===== config.mk =====
export PLATFORM = sky130hd
export DESIGN_NAME = uart_tx_fifo
export DESIGN_NICKNAME = d
export VERILOG_FILES = /design/src/rtl/uart_tx_fifo.sv
export SDC_FILE = /design/constraint.sdc
export NUM_CORES = 1
export LEC_CHECK = 0
export BUFFER_PORTS_ARGS = -buffer_cell sky130_fd_sc_hd__buf_4
export CORE_ASPECT_RATIO = 1.5
export CORE_MARGIN = 2
export CORE_UTILIZATION = 58
export CTS_CLUSTER_DIAMETER = 80
export DETAILED_ROUTE_END_ITERATION = 6
export MAX_ROUTING_LAYER = met4
export PLACE_DENSITY = 0.87
export SKIP_CTS_REPAIR_TIMING = 1
export SYNTH_ARGS = -nofsm -noshare
export SYNTH_HDL_FRONTEND = slang
export SYNTH_SLANG_ARGS = --single-unit

===== constraint.sdc =====
create_clock -name clk -period 4.2 [get_ports clk]
set_clock_uncertainty 0.15 [all_clocks]
set_input_delay 0.84 -clock clk [delete_from_list [all_inputs] [get_ports clk]]
set_output_delay 0.84 -clock clk [all_outputs]
set_load 0.02 [all_outputs]

===== src/rtl/uart_tx_fifo.sv =====
// uart_tx_fifo: buffered serial transmitter with a configurable frame.
// Bytes queue in a small FIFO and leave back-to-back on TX.
module uart_tx_fifo #(
   parameter int CLKS_PER_BIT = 217,
   parameter int DATA_BITS    = 8,
   parameter int PARITY       = 0,
   parameter int STOP_BITS    = 1,
   parameter int FIFO_DEPTH   = 4
) (
   input  logic        clk,
   input  logic        reset,
   input  logic        load,
   input  logic [15:0] in,
   output logic        TX,
   output logic [15:0] out
);

   localparam int AW = $clog2(FIFO_DEPTH);
   localparam int CW = AW + 1;
   localparam int BW = $clog2(CLKS_PER_BIT);

   typedef enum logic [2:0] {
      IDLE, START, DATA, PAR, STOP
   } state_t;

   state_t               state, state_n;
   logic [DATA_BITS-1:0] mem [FIFO_DEPTH];
   logic [AW-1:0]        wp, rp;
   logic [CW-1:0]        count, count_n;
   logic [BW-1:0]        tick;
   logic [3:0]           nbit, nbit_n;
   logic [DATA_BITS-1:0] shift, shift_n;
   logic                 parity, par_n;
   logic                 ovf, ovf_n;
   logic                 tx_n;
   logic                 push, pop, bit_end;
   logic                 full, cmd, wr;
   logic [15:0]          out_n;
   logic                 unused_in;

   assign unused_in = ^in[14:DATA_BITS];

   assign cmd     = load & in[15];
   assign wr      = load & ~in[15];
   assign full    = (count == CW'(FIFO_DEPTH));
   assign push    = wr & ~full;
   assign bit_end = (tick == BW'(CLKS_PER_BIT - 1));

   always_comb begin
      state_n = state;
      pop     = 1'b0;
      shift_n = shift;
      nbit_n  = nbit;
      par_n   = parity;
      tx_n    = 1'b1;
      unique case (state)
         IDLE: begin
            if (count != '0) begin
               pop     = 1'b1;
               state_n = START;
            end
         end
         START: begin
            if (bit_end) begin
               state_n = DATA;
               nbit_n  = '0;
            end
         end
         DATA: begin
            if (bit_end) begin
               shift_n = shift >> 1;
               if (nbit == 4'(DATA_BITS - 1)) begin
                  nbit_n  = '0;
                  state_n = (PARITY != 0) ? PAR : STOP;
               end else begin
                  nbit_n = nbit + 4'd1;
               end
            end
         end
         PAR: begin
            if (bit_end) begin
               state_n = STOP;
               nbit_n  = '0;
            end
         end
         STOP: begin
            if (bit_end) begin
               if (nbit == 4'(STOP_BITS - 1)) begin
                  if (count != '0) begin
                     pop     = 1'b1;
                     state_n = START;
                  end else begin
                     state_n = IDLE;
                  end
               end else begin
                  nbit_n = nbit + 4'd1;
               end
            end
         end
         default: state_n = IDLE;
      endcase
      // A pop always starts a fresh frame with a freshly computed parity
      if (pop) begin
         shift_n = mem[rp];
         par_n   = (^mem[rp]) ^ (PARITY == 1);
         nbit_n  = '0;
      end
      unique case (state_n)
         IDLE:    tx_n = 1'b1;
         START:   tx_n = 1'b0;
         DATA:    tx_n = shift_n[0];
         PAR:     tx_n = par_n;
         STOP:    tx_n = 1'b1;
         default: tx_n = 1'b1;
      endcase
   end

   always_comb begin
      count_n = count + CW'(push) - CW'(pop);
      ovf_n   = ovf;
      if (cmd)
         ovf_n = 1'b0;
      else if (wr && full)
         ovf_n = 1'b1;
      out_n = {count_n == CW'(FIFO_DEPTH),
               (state_n != IDLE) || (count_n != '0),
               ovf_n,
               count_n == '0,
               7'b0,
               5'(count_n)};
   end

   always_ff @(posedge clk) begin
      if (reset) begin
         state  <= IDLE;
         wp     <= '0;
         rp     <= '0;
         count  <= '0;
         tick   <= '0;
         nbit   <= '0;
         shift  <= '0;
         parity <= 1'b0;
         ovf    <= 1'b0;
         TX     <= 1'b1;
         out    <= 16'h1000;
      end else begin
         state  <= state_n;
         count  <= count_n;
         nbit   <= nbit_n;
         shift  <= shift_n;
         parity <= par_n;
         ovf    <= ovf_n;
         TX     <= tx_n;
         out    <= out_n;
         if (push)
            wp <= wp + AW'(1);
         if (pop)
            rp <= rp + AW'(1);
         if (state == IDLE || bit_end)
            tick <= '0;
         else
            tick <= tick + BW'(1);
      end
   end

   always_ff @(posedge clk) begin
      if (push)
         mem[wp] <= in[DATA_BITS-1:0];
   end

endmodule

==> run_results.csv <==
group,metric,value,unit
die,die_height,94.61,um
synthesis,synth.most_common_cell,"dfxtp_1",
grt,grt_pass1_wl,8542,um
grt,grt_pass1_vias,1933,
route,drt-pass1-iter-count,6,
synthesis,yosysWarnings,0,
synthesis,async_flop_share,0,%
critical_path,worstPathCellList,"inv_1, ha_1, nand4b_4, o41ai_4, nand2_1, xnor2_1, ha_1, inv_1, fa_1, xor2_1, xnor2_1, nor2_1, and2_1",
synthesis,syn_inst,259,
finish,nets,307,
grt,grt_usage,19.43,%
worst_hold_path,hold_path_class,"flip-flop to flip-flop",
synthesis,synth_area_leader_cell,"edfxtp_1",
grt,grt_max_degree,30,
pwr,ir_drop,0.3702,mV
timing,holdWs,0.3154,ns
route,routedWlPerCell,14.43,um
timing,tightest_slew,0.6356,ns
clock_tree,cts_root_buffer,"clkbuf_8",
die,core_area,5368,um^2
critical_path,cp-start-kind,"flip-flop",
critical_path,cp.required,4.29,ns
clock_tree,cts_tree,"done",
grt,antenna_found_initial,0,
pwr,powerDensity,567.3,nW/um^2
critical_path,worstSetupPathType,"flip-flop to flip-flop",
clock_tree,clkLatencyLatePin,0.34,ns
timing,rsz0062_at_grt,"no",
critical_path,cp_slowest_stage_delay,0.46,ns
route,viasPerCell,5.405,
die,num_rows,33,
critical_path,worst-path-max-fanout,9,
synthesis,syn_area,3174,um^2
pwr,p_leak,0.001225,uW
clock_tree,htree_num_levels,3,
synthesis,yosys-top-cells-count,"38 x dfxtp_1, 32 x edfxtp_1, 26 x nor2_1",
place,gp_congestion,0.8192,
critical_path,arrival,3.39,ns
timing,fin_crit_sh,78.48,%
synthesis,ys.flop_type,"dfxtp_1",
route,postRouteAntennaNets,0,
timing,tns,0,ns
clock_tree,numCtsBuffers,9,
finish,diodes,0,
clock_tree,clock_path_buffers,2,
timing,finalHoldViolations,0,
timing,fmax,0.3034,GHz
die,initial_core_util,59.14,%
route,drc_errors,0,
timing,period_needed,3.296,ns
route,wirelength,5095,um
flow_run,maxCapViolations,0,
worst_hold_path,min_from,"shift[5]",
die,ioPinCount,36,
synthesis,postSynthAreaPerCell,12.26,um^2
synthesis,ys_ff_latch,70,
critical_path,end_kind,"flip-flop",
clock_tree,clk_pin_slew_worst_paths,0.07,ns
synthesis,synth_edf_count,32,
synthesis,yosysSeqAreaShare,54.24,%
die,die_w,64.41,um
route,num_vias,1908,
synthesis,yosysUniqueCellTypes,52,
synthesis,yosysTopAreaCellShare,30.27,%
grt,gr-total-overflow,0,
finish,drive_gt1_share,18.37,%
pwr,power.total,1966,uW
synthesis,synthTopCellsByArea,"edfxtp_1 30%, dfxtp_1 24%, mux4_2 5.7%",
place,dpl.hpwl,3653,um
finish,syn_to_final_growth,9.184,%
die,design.die.area,6093,um^2
timing,finalSetupViolations,0,
clock_tree,cts_sinks,70,
status,outcome,"completed",
finish,fillers,403,
critical_path,critPathSlowestCell,"o41ai_4",
timing,slew_headroom,57.30,%
timing,drv_slew,0,
critical_path,crit_start,"tick[0]",
critical_path,r2r_start,"tick[0]",
place,portBuffers,19,
route,dr.first_iter.drc_count,110,
## routing by layer
metal,track usage (%),share of wire [%]
met5,-,0
met4,11.70,2.9
met3,4.052,2.2
met2,33.59,56
met1,20.17,39
## registers in the layout, summed over array words and instances (netlist names), named ones only
signal / count
nbit: 4
tick: 8
state: 3
out: 7
parity: 1
mem: 32
wp: 2
shift: 8
rp: 2
TX: 1
## logic make-up after synthesis
kind of cell	Yosys count	share of synthesized area, %
XOR/XNOR	19	5.242
multiplexers	12	6.937
flip-flops	70	54.24
AO/OA/AOI/OAI	36	8.908
AND/OR/NAND/NOR	82	15.21
other	1	0.1181
buffers and inverters	29	5.163
adder cells (fa/ha/maj)	10	4.178
## metrics by stage
step	setup slack (ns)	std cells	cell area [um^2]	utilization, %
after detailed placement	0.8746	337	3308	61.63
after global routing	0.6349	353	3466	64.57
after CTS	0.8464	353	3466	64.57
after floorplan	1.225	267	3204	-
final	0.9038	353	3466	64.57
after global placement	0.9729	337	3308	61.63
## critical path: cells and delay by family (launching register included)
family	cells	cell delay (ns)
and+or+nand+nor	4	0.77
adders and majority gates	3	0.73
xor gates and xnor gates	3	0.63
AOI/OAI and AO/OA	1	0.46
DFF	1	0.33
buffers and inverters	2	0.13
## cells in the final DEF, fill, tap and decap left out, types with 5 or more instances in the layout
cell / instances
dfxtp_1: 38
and2_1: 6
nor2_1: 26
clkbuf_8: 9
mux4_2: 8
nand3_1: 5
ha_1: 9
xnor2_1: 14
nor2b_1: 5
xor2_1: 5
nand2_1: 14
buf_4: 19
a211oi_1: 8
a21oi_1: 9
edfxtp_1: 32
inv_1: 10
conb_1: 9
## final cells by class
| class | count | area, um^2 | share of cell area, % |
|---|---|---|---|
| repair buffers | 19 | 142.6 | 4.116 |
| multi-input cells | 168 | 1319 | 38.05 |
| well taps | 70 | 87.58 | 2.527 |
| clock inverters | 5 | 26.28 | 0.7581 |
| inverters | 10 | 37.54 | 1.083 |
| clock buffers | 11 | 131.4 | 3.791 |
| flip-flops and latches | 70 | 1722 | 49.68 |
## final timing paths
kind	end	slack (ns)	depth (start not counted)
worst max register to register	out[15]	0.90	13
worst min-delay path	shift[5]	0.32	2
worst max-delay path	out[15]	0.90	13
worst min register to register	shift[5]	0.32	2
## power breakdown
group          internal (uW)  switching, uW
combinational            292            339
clock                    209            231
sequential               813           82.6
Power figures use the tool's default switching activity.
